==> src/rtl/sram_pkg.sv <==
// Shared types and the round-robin winner search for the SRAM arbiter and,
// later, the bus crossbar.
package sram_pkg;

  localparam int MAX_REQ     = 4;
  localparam int RR_IDX_W    = 2;
  localparam int SRAM_ADDR_W = 20;
  localparam int SRAM_DATA_W = 32;

  typedef enum logic [2:0] {
    IDLE  = 3'd0,
    READ  = 3'd1,
    WRITE = 3'd2,
    HOLD  = 3'd3,
    TURN  = 3'd4
  } SramState_t;

  typedef logic [SRAM_ADDR_W-1:0] SramAddr_t;
  typedef logic [SRAM_DATA_W-1:0] SramData_t;

  // First requester with req set, searching upward from ptr and wrapping at n.
  function automatic logic [RR_IDX_W-1:0] rr_winner(
    input logic [MAX_REQ-1:0]  req,
    input logic [RR_IDX_W-1:0] ptr,
    input int                  n
  );
    logic [RR_IDX_W-1:0] win;
    logic [RR_IDX_W-1:0] idx;
    logic                found;
    win   = '0;
    found = 1'b0;
    for (int k = 0; k < MAX_REQ; k++) begin
      idx = RR_IDX_W'((int'(ptr) + k) % n);
      if ((k < n) && !found && req[idx]) begin
        win   = idx;
        found = 1'b1;
      end
    end
    return win;
  endfunction

endpackage

==> src/rtl/sram_rr_arbiter.sv <==
// Combinational round-robin arbiter: request vector plus priority pointer in,
// one-hot grant, grant index and valid out.
module rr_arbiter
  import sram_pkg::*;
#(
  parameter int NUM_REQ = 3
) (
  input  logic [NUM_REQ-1:0]  req,
  input  logic [RR_IDX_W-1:0] ptr,
  output logic [NUM_REQ-1:0]  gnt,
  output logic [RR_IDX_W-1:0] gnt_idx,
  output logic                vld
);

  logic [MAX_REQ-1:0] req_ext;

  always_comb begin
    req_ext              = '0;
    req_ext[NUM_REQ-1:0] = req;
    vld                  = |req;
    gnt_idx              = rr_winner(req_ext, ptr, NUM_REQ);
    for (int i = 0; i < NUM_REQ; i++) begin
      gnt[i] = vld && (gnt_idx == RR_IDX_W'(i));
    end
  end

endmodule

==> src/rtl/sram_arbiter.sv <==
// Shares one asynchronous SRAM between NUM_REQ requesters with a single-clock
// access sequencer; every pad and handshake output is a flop.
module sram_arbiter
  import sram_pkg::*;
#(
  parameter int NUM_REQ      = 3,
  parameter int ADDR_WIDTH   = 20,
  parameter int DATA_WIDTH   = 32,
  parameter int READ_CYCLES  = 2,
  parameter int WRITE_CYCLES = 2
) (
  input  logic                            clk,
  input  logic                            rst_n,
  input  logic [NUM_REQ-1:0]              req,
  input  logic [NUM_REQ-1:0]              req_we,
  input  logic [NUM_REQ*ADDR_WIDTH-1:0]   req_addr,
  input  logic [NUM_REQ*DATA_WIDTH-1:0]   req_wdata,
  input  logic [NUM_REQ*DATA_WIDTH/8-1:0] req_be,
  output logic [NUM_REQ-1:0]              ack,
  output logic [NUM_REQ-1:0]              rvalid,
  output logic [DATA_WIDTH-1:0]           rdata,
  output logic [ADDR_WIDTH-1:0]           sram_addr,
  output logic [DATA_WIDTH-1:0]           sram_dout,
  output logic                            sram_doe,
  input  logic [DATA_WIDTH-1:0]           sram_din,
  output logic                            sram_ce_n,
  output logic                            sram_oe_n,
  output logic                            sram_we_n,
  output logic [DATA_WIDTH/8-1:0]         sram_be_n
);

  localparam int BE_W  = DATA_WIDTH / 8;
  localparam int CNT_W = 3;

  SramState_t          state;
  logic [CNT_W-1:0]    cnt;
  logic [RR_IDX_W-1:0] rr_ptr;
  logic [RR_IDX_W-1:0] owner;
  logic                owner_we;
  logic                gnt_pend;

  logic [NUM_REQ-1:0]    arb_gnt;
  logic [RR_IDX_W-1:0]   arb_idx;
  logic                  arb_vld;
  logic                  read_done;
  logic                  grant_ok;
  logic [RR_IDX_W-1:0]   next_ptr;
  logic                  sel_we;
  logic [ADDR_WIDTH-1:0] sel_addr;
  logic [DATA_WIDTH-1:0] sel_wdata;
  logic [BE_W-1:0]       sel_be;

  rr_arbiter #(
    .NUM_REQ (NUM_REQ)
  ) u_rr (
    .req     (req),
    .ptr     (rr_ptr),
    .gnt     (arb_gnt),
    .gnt_idx (arb_idx),
    .vld     (arb_vld)
  );

  // Arbitration happens on the edge that lands in IDLE, so the ack is visible
  // during the IDLE cycle, which also serves as address setup for the access.
  always_comb begin
    read_done = (state == READ) && (cnt == CNT_W'(READ_CYCLES - 1));
    grant_ok  = arb_vld && (((state == IDLE) && !gnt_pend) || read_done ||
                            (state == TURN));
    next_ptr  = (arb_idx == RR_IDX_W'(NUM_REQ - 1)) ? '0 : arb_idx + 1'b1;
    sel_we    = 1'b0;
    sel_addr  = '0;
    sel_wdata = '0;
    sel_be    = '0;
    for (int i = 0; i < NUM_REQ; i++) begin
      if (arb_idx == RR_IDX_W'(i)) begin
        sel_we    = req_we[i];
        sel_addr  = req_addr[i*ADDR_WIDTH +: ADDR_WIDTH];
        sel_wdata = req_wdata[i*DATA_WIDTH +: DATA_WIDTH];
        sel_be    = req_be[i*BE_W +: BE_W];
      end
    end
  end

  always_ff @(posedge clk or negedge rst_n) begin
    if (!rst_n) begin
      state     <= IDLE;
      cnt       <= '0;
      rr_ptr    <= '0;
      owner     <= '0;
      owner_we  <= 1'b0;
      gnt_pend  <= 1'b0;
      ack       <= '0;
      rvalid    <= '0;
      rdata     <= '0;
      sram_addr <= '0;
      sram_dout <= '0;
      sram_doe  <= 1'b0;
      sram_ce_n <= 1'b1;
      sram_oe_n <= 1'b1;
      sram_we_n <= 1'b1;
      sram_be_n <= '1;
    end else begin
      ack    <= '0;
      rvalid <= '0;
      case (state)
        IDLE: begin
          if (gnt_pend) begin
            gnt_pend  <= 1'b0;
            cnt       <= '0;
            sram_ce_n <= 1'b0;
            if (owner_we) begin
              sram_we_n <= 1'b0;
              sram_doe  <= 1'b1;
              state     <= WRITE;
            end else begin
              sram_oe_n <= 1'b0;
              state     <= READ;
            end
          end
        end
        READ: begin
          if (read_done) begin
            rdata         <= sram_din;
            rvalid[owner] <= 1'b1;
            sram_ce_n     <= 1'b1;
            sram_oe_n     <= 1'b1;
            state         <= IDLE;
          end else begin
            cnt <= cnt + 1'b1;
          end
        end
        WRITE: begin
          if (cnt == CNT_W'(WRITE_CYCLES - 1)) begin
            sram_we_n <= 1'b1;
            state     <= HOLD;
          end else begin
            cnt <= cnt + 1'b1;
          end
        end
        HOLD: begin
          sram_doe  <= 1'b0;
          sram_ce_n <= 1'b1;
          state     <= TURN;
        end
        TURN: begin
          state <= IDLE;
        end
        default: begin
          state <= IDLE;
        end
      endcase
      // Reads drive all byte lanes so the full word comes back.
      if (grant_ok) begin
        ack       <= arb_gnt;
        owner     <= arb_idx;
        owner_we  <= sel_we;
        gnt_pend  <= 1'b1;
        rr_ptr    <= next_ptr;
        sram_addr <= sel_addr;
        sram_dout <= sel_wdata;
        sram_be_n <= sel_we ? ~sel_be : '0;
      end
    end
  end

endmodule

==> config.mk <==
export PLATFORM = sky130hd
export DESIGN_NAME = sram_arbiter
export DESIGN_NICKNAME = d
export VERILOG_FILES = /design/src/rtl/sram_pkg.sv /design/src/rtl/sram_rr_arbiter.sv /design/src/rtl/sram_arbiter.sv
export SDC_FILE = /design/constraint.sdc
export NUM_CORES = 1
export LEC_CHECK = 0
export ABC_AREA = 1
export BUFFER_PORTS_ARGS = -buffer_cell sky130_fd_sc_hd__buf_2
export CAP_MARGIN = 10
export CORE_ASPECT_RATIO = 1.75
export CORE_MARGIN = 3
export CORE_UTILIZATION = 45
export CTS_CLUSTER_DIAMETER = 200
export DETAILED_ROUTE_END_ITERATION = 6
export GPL_ROUTABILITY_DRIVEN = 1
export GPL_TIMING_DRIVEN = 0
export PLACE_DENSITY = 0.86
export SETUP_SLACK_MARGIN = 0.02
export SYNTH_ARGS = -nofsm -noshare
export SYNTH_HDL_FRONTEND = slang
export SYNTH_HIERARCHICAL = 1
export SYNTH_SLANG_ARGS = --single-unit
==> constraint.sdc <==
create_clock -name clk -period 3 [get_ports clk]
set_clock_uncertainty 0.1 [all_clocks]
set_input_delay 0 -clock clk [delete_from_list [all_inputs] [get_ports clk]]
set_output_delay 0 -clock clk [all_outputs]
set_load 0.02 [all_outputs]
# After elaboration in Yosys (flattened, before gate mapping)
# Cells that the tools add are included.
[totals]
register_bits = 110
input_bits = 208
elab_cells = 127
[op_classes]
addsub = 4
div_mod_pow = 3
n_lt_le_gt_ge = 5
eq_ne = 14
muxes = 54
n_bitwise = 1
n_reduce_logical = 30
[ops]
columns = ["op", "n"]
rows = [
  ["32-bit 2-to-1 mux", 3],
  ["32-bit by 3-bit remainder unit with 32-bit output (second input constant)", 2],
  ["20-bit 2-to-1 mux", 3],
  ["3-bit by 3-bit remainder unit with 32-bit output (second input constant)", 1],
  ["3-bit 2-to-1 mux", 9],
  ["1-bit 2-to-1 mux", 20],
  ["4-bit 2-to-1 mux", 4],
  ["2-bit != test (second input constant)", 7],
  ["2-bit by 3-bit < comparator with 1-bit output (second input constant)", 4],
  ["3-bit one-hot mux with 4 select lines", 1],
  ["4-bit AND reduction", 3],
  ["2-bit 2-to-1 mux", 5],
  ["1-bit logical AND", 9],
  ["3-bit one-hot mux with 3 select lines", 1],
  ["3-bit AND reduction", 3],
  ["2-bit nonzero test", 4],
  ["1-bit binary-select mux with 2-bit select", 3],
  ["3-bit by 1-bit equality test with 1-bit output (second input constant)", 2],
  ["3-bit by 2-bit equality test with 1-bit output (second input constant)", 2],
  ["1-bit one-hot mux with 2 select lines", 3],
  ["3-bit nonzero test", 2],
  ["4-bit NOT", 1],
  ["2-bit by 1-bit adder with 3-bit output (second input constant)", 1],
  ["2-bit by 2-bit adder with 3-bit output (second input constant)", 1],
  ["14 further kinds", 17],
]

# Depth between registers and ports, before layout
[depth]
ltp_word = 16
mapped_depth = 18
mapped_depth_nobuf = 17

# By module
# Netlist, hierarchy kept.
[modules_own_cells]
columns = ["module", "n_inst", "cells_per_inst", "area_per_inst_um2"]
rows = [
  ["sram_arbiter", 1, 756, 5597.9],
  ["rr_arbiter", 1, 49, 259.0],
]

# Least setup slack after synthesis
# Ideal clock, no wire load.
[synth_path]
kind = "flip-flop to flip-flop"
startpoint = "register rr_ptr[0]"
endpoint = "register sram_dout[10]"
setup_ns = 0.066
t_arrival_ns = 2.171
t_required_ns = 2.834
path_slack_ns = 0.663
stages_incl_launch_ff = 17
period_less_slack_ns = 2.337
cell_sequence = "dfrtp_1 > inv_1 > ha_1 > inv_2 > nand2_1 > nand3_1 > nand2_1 > nand2_1 > o211ai_2 > buf_4 > inv_2 > nor2_2 > buf_6 > nand2_1 > nand3_1 > nand3_1 > nand2_1"
[synth_via]
elab_chain_cells = 14
[synth_rtl]
columns = ["element", "line_no", "source"]
rows = [
  ["from (decl)", "sram_arbiter.sv:37", "logic [RR_IDX_W-1:0] rr_ptr;"],
  ["from (signal assigned)", "sram_arbiter.sv:158", "rr_ptr <= next_ptr;"],
  ["branches (longest 9 deep; another with 32-bit by 3-bit remainder unit with 32-bit output)", "n/a", ""],
  ["2-bit 2-to-1 mux *", "sram_pkg.sv:34", "if ((k < n) && !found && req[idx]) begin"],
  ["net arb_idx[1]", "sram_arbiter.sv:43", "logic [RR_IDX_W-1:0] arb_idx;"],
  ["2-bit logical NOT", "sram_arbiter.sv:75", "if (arb_idx == RR_IDX_W'(i)) begin"],
  ["32-bit 2-to-1 mux (2 in a row)", "sram_arbiter.sv:75", ""],
  ["32-bit 2-to-1 mux *", "sram_arbiter.sv:75", ""],
  ["to (signal assigned)", "sram_arbiter.sv:160", "sram_dout <= sel_wdata;"],
  ["to (decl)", "sram_arbiter.sv:23", "output logic [DATA_WIDTH-1:0] sram_dout,"],
]
# Mark *: on every way through the listed nets, which the timed path passes. The select of a mux whose other input is x is not followed.
# A chain may end at the register's enable or synchronous reset.

# Final worst setup path
[layout_path]
startpoint = "register rr_ptr[0]"
endpoint = "register sram_dout[19]"
# The elaborated chain is that of the path after synthesis.

==> impl_metrics.toml <==
[status]
outcome = "finished with violations"
violations = "DRC"

[global_routing]
antenna_found_initial = 7
grt_max_degree = 76
grt_pass1_vias = 9346
track_usage = 0.460
grt_first_pass_wirelength_mm = 51.2
overflow = 0

[sta]
fmax_ghz = 0.335
setup_viol = 0
holdWs_ns = 0.0179
hold_viol = 0
maxSlewViolCount = 0
timing.final.crit_share = 0.995
worst_slew_pin_slew_ns = 0.570
finalCriticalPeriod_ns = 2.99
slew_headroom = 0.620
setup_slack_ns = 0.0146

[clock_tree]
cts_inserted_buffers = 9
clk_latency_ns = 0.36
cts_tree = "built"
cts.clk_slew.worst_paths_ns = 0.08
clockBufferDepth = 2
cts.sinks = 110
htreeDepth = 3
cts_root_buffer = "clkbuf_16"

[worst_setup_path]
cp-end-kind = "flop"
crit_path_max_incr_delay_ns = 0.43
cpMostUsedCell = "nand2_1"
path_class = "reg -> reg"
rr_worst_depth = 14
cp_top_family = "simple AND/OR/NAND/NOR gates"
crit_required_ns = 3.19
cp-start-kind = "flop"
worstSetupPathDepth = 14
critPathArrivalTime_ns = 3.18
path_cells = "inv_1, ha_2, o21ai_0, nand2_1, nand4_1, nand2_1, buf_6, nor2_2, buf_4, buf_2, nand2_1, nand3_1, nand3_1, nand2_1"
cp_num_buf_inv = 4
cp_slowest_cell = "dfrtp_1"
crit_fanout = 10

[floorplan]
core-area_mm2 = 0.0126
die_x_um = 92.2
die_area_mm2 = 0.0145
start_util = 0.464
io_pins = 306
die_height_um = 157
rows = 54

[yosys]
synth_top_area_share = 0.440
synth_common_cells = "nand2_1 (357), nand3_1 (143), dfrtp_1 (103)"
synth_top_cell_by_area = "dfrtp_1"
yosys_warnings = 6
syn-cell-area_mm2 = 0.00586
synth_cells = 805
synthDistinctLibCells = 28
synth_nets = 1019
ys_seq_elements = 110
synth.area.top_cells = "dfrtp_1 (44%), nand2_1 (23%), nand3_1 (12%)"
synthFlopType = "dfrtp_1"
synth_area_per_cell_um2 = 7.28
ys_async_sr_fraction = 1.00
synth_edf_count = 0
seq_area_frac_synth = 0.471
synth.most_common_cell = "nand2_1"

[routing]
first_pass_iters = 7
wire_per_inst_um = 21.7
dr.first_iter.drc_count = 1044
wl_mm = 32.6
ant_nets = 0
drc = 21
vias = 8840
via_per_inst = 5.88

[power_and_ir_drop]
p_per_area_mw_per_mm2 = 1120
total_power_mw = 11.2
ir_worst_vdd_mv = 0.784
power_leakage_nw = 5.54

[worst_hold_path]
hold_depth = 5
worst_hold_path_type = "in -> reg"

[placement]
place.gp.congestion = 0.878
place_ws_ns = 0.0508
postPlaceCellArea_mm2 = 0.00762
port_buffers = 305
hpwl_mm = 15.6

[layout]
fin_util = 0.791
area_growth_pct = 70.7
fin_nets = 1537
fill_cells = 747
design_area_mm2 = 0.0100
drive_above_1_share = 0.288

[run]
drv_cap = 0
## cells by family (layout without fill, tap and decap cells)
family | Yosys count | count (layout) | synth area share
AND/OR/NAND/NOR | 533 | 533 | 0.385
buffers and inverters | 112 | 635 | 0.0906
other | 0 | 7 | 0
adder cells (fa/ha/maj) | 6 | 6 | 0.0128
flip-flops | 110 | 110 | 0.471
AO/OA/AOI/OAI | 44 | 44 | 0.0399
## cells in the final DEF (no fill, tap or decap)
cell type	instances
clkbuf_4	3
nor3_1	3
nor2_4	3
nand3_1	142
nand2_1	357
dlygate4sd3_1	199
clkinv_2	2
nand3b_1	1
inv_1	60
ha_2	1
diode_2	7
buf_4	8
nand2_2	2
a21oi_1	1
buf_2	311
nor2_2	2
nand4_1	3
clkbuf_16	9
buf_6	12
ha_1	5
nand3_2	2
o211ai_1	1
o21ai_2	1
dfstp_2	7
clkinv_4	1
buf_1	2
nand3_4	2
o21ai_0	39
inv_8	2
o21ai_1	1
clkbuf_2	2
nor2_1	16
buf_12	2
dfrtp_1	103
clkinvlp_4	3
o211ai_2	1
buf_16	1
clkbuf_1	13
inv_2	5
## worst min-delay path, delay by kind of cell
kind,cells,cell delay (ns)
AO/OA/AOI/OAI,1,0.10
buffers and inverters,2,0.18
AND/OR/NAND/NOR,2,0.16
## metrics by stage
stage          TNS, ns  std cells
4_1_cts              0       1494
6_report             0       1503
3_5_place_dp         0       1279
5_1_grt         -0.222       1501
2_1_floorplan        0        805
3_3_place_gp         0       1278
## flip-flops by register name (all words and copies together), names as in the netlist, 3 cells and up
| signal | flops |
|---|---|
| rdata | 32 |
| sram_dout | 32 |
| sram_addr | 20 |
| sram_be_n | 4 |
| ack | 3 |
| cnt | 3 |
| rvalid | 3 |
| state | 3 |
## power breakdown
group          leakage [nW]  total (mW)  switching, mW  internal [mW]
logic                  4.05        7.34           4.94           2.40
registers              1.36        2.67          0.459           2.22
clock network         0.132        1.18          0.600          0.576
## layer usage
layer,wire length [um],GRT usage,up-vias
met2,14800,0.700,967
met4,3780,0.421,2
li1,-,-,3577
met1,9780,0.461,3907
met3,4140,0.213,387
met5,9,0.0382,-
## final timing paths
check                                               start                         to  slack, ns
worst max-delay path                rr_ptr[0]$_DFFE_PN0P_  sram_dout[19]$_DFFE_PN0P_       0.01
worst min-delay path                               req[2]           ack[2]$_DFF_PN0_       0.02
worst max register to register      rr_ptr[0]$_DFFE_PN0P_  sram_dout[19]$_DFFE_PN0P_       0.01
worst min register to register  sram_addr[14]$_DFFE_PN0P_  sram_addr[14]$_DFFE_PN0P_       0.37
max in group asynchronous                           rst_n      sram_we_n$_DFFE_PN1P_       1.95
min in group asynchronous                           rst_n       rdata[1]$_DFFE_PN0P_       0.06
## area by class of cell
class | count | area [um2] | share of cell area
clock inverters | 7 | 58.8 | 0.00588
flip-flops and latches | 110 | 2760 | 0.276
plain buffers | 45 | 304 | 0.0304
multi-input cells | 583 | 2580 | 0.258
clock buffers | 9 | 225 | 0.0225
diodes | 7 | 17.5 | 0.00175
inverters | 66 | 249 | 0.0249
well taps | 168 | 210 | 0.0210
repair buffers | 508 | 3600 | 0.360
## repair_timing
item / 4_1_cts / 5_1_grt
gates resized for setup: 0 / 20
endpoints found under the setup margin: 0 / 52
endpoints found under the hold margin: 191 / 0
hold buffers: 199 / 0
setup buffers: 0 / 3
(Power assumes the default switching activity.)
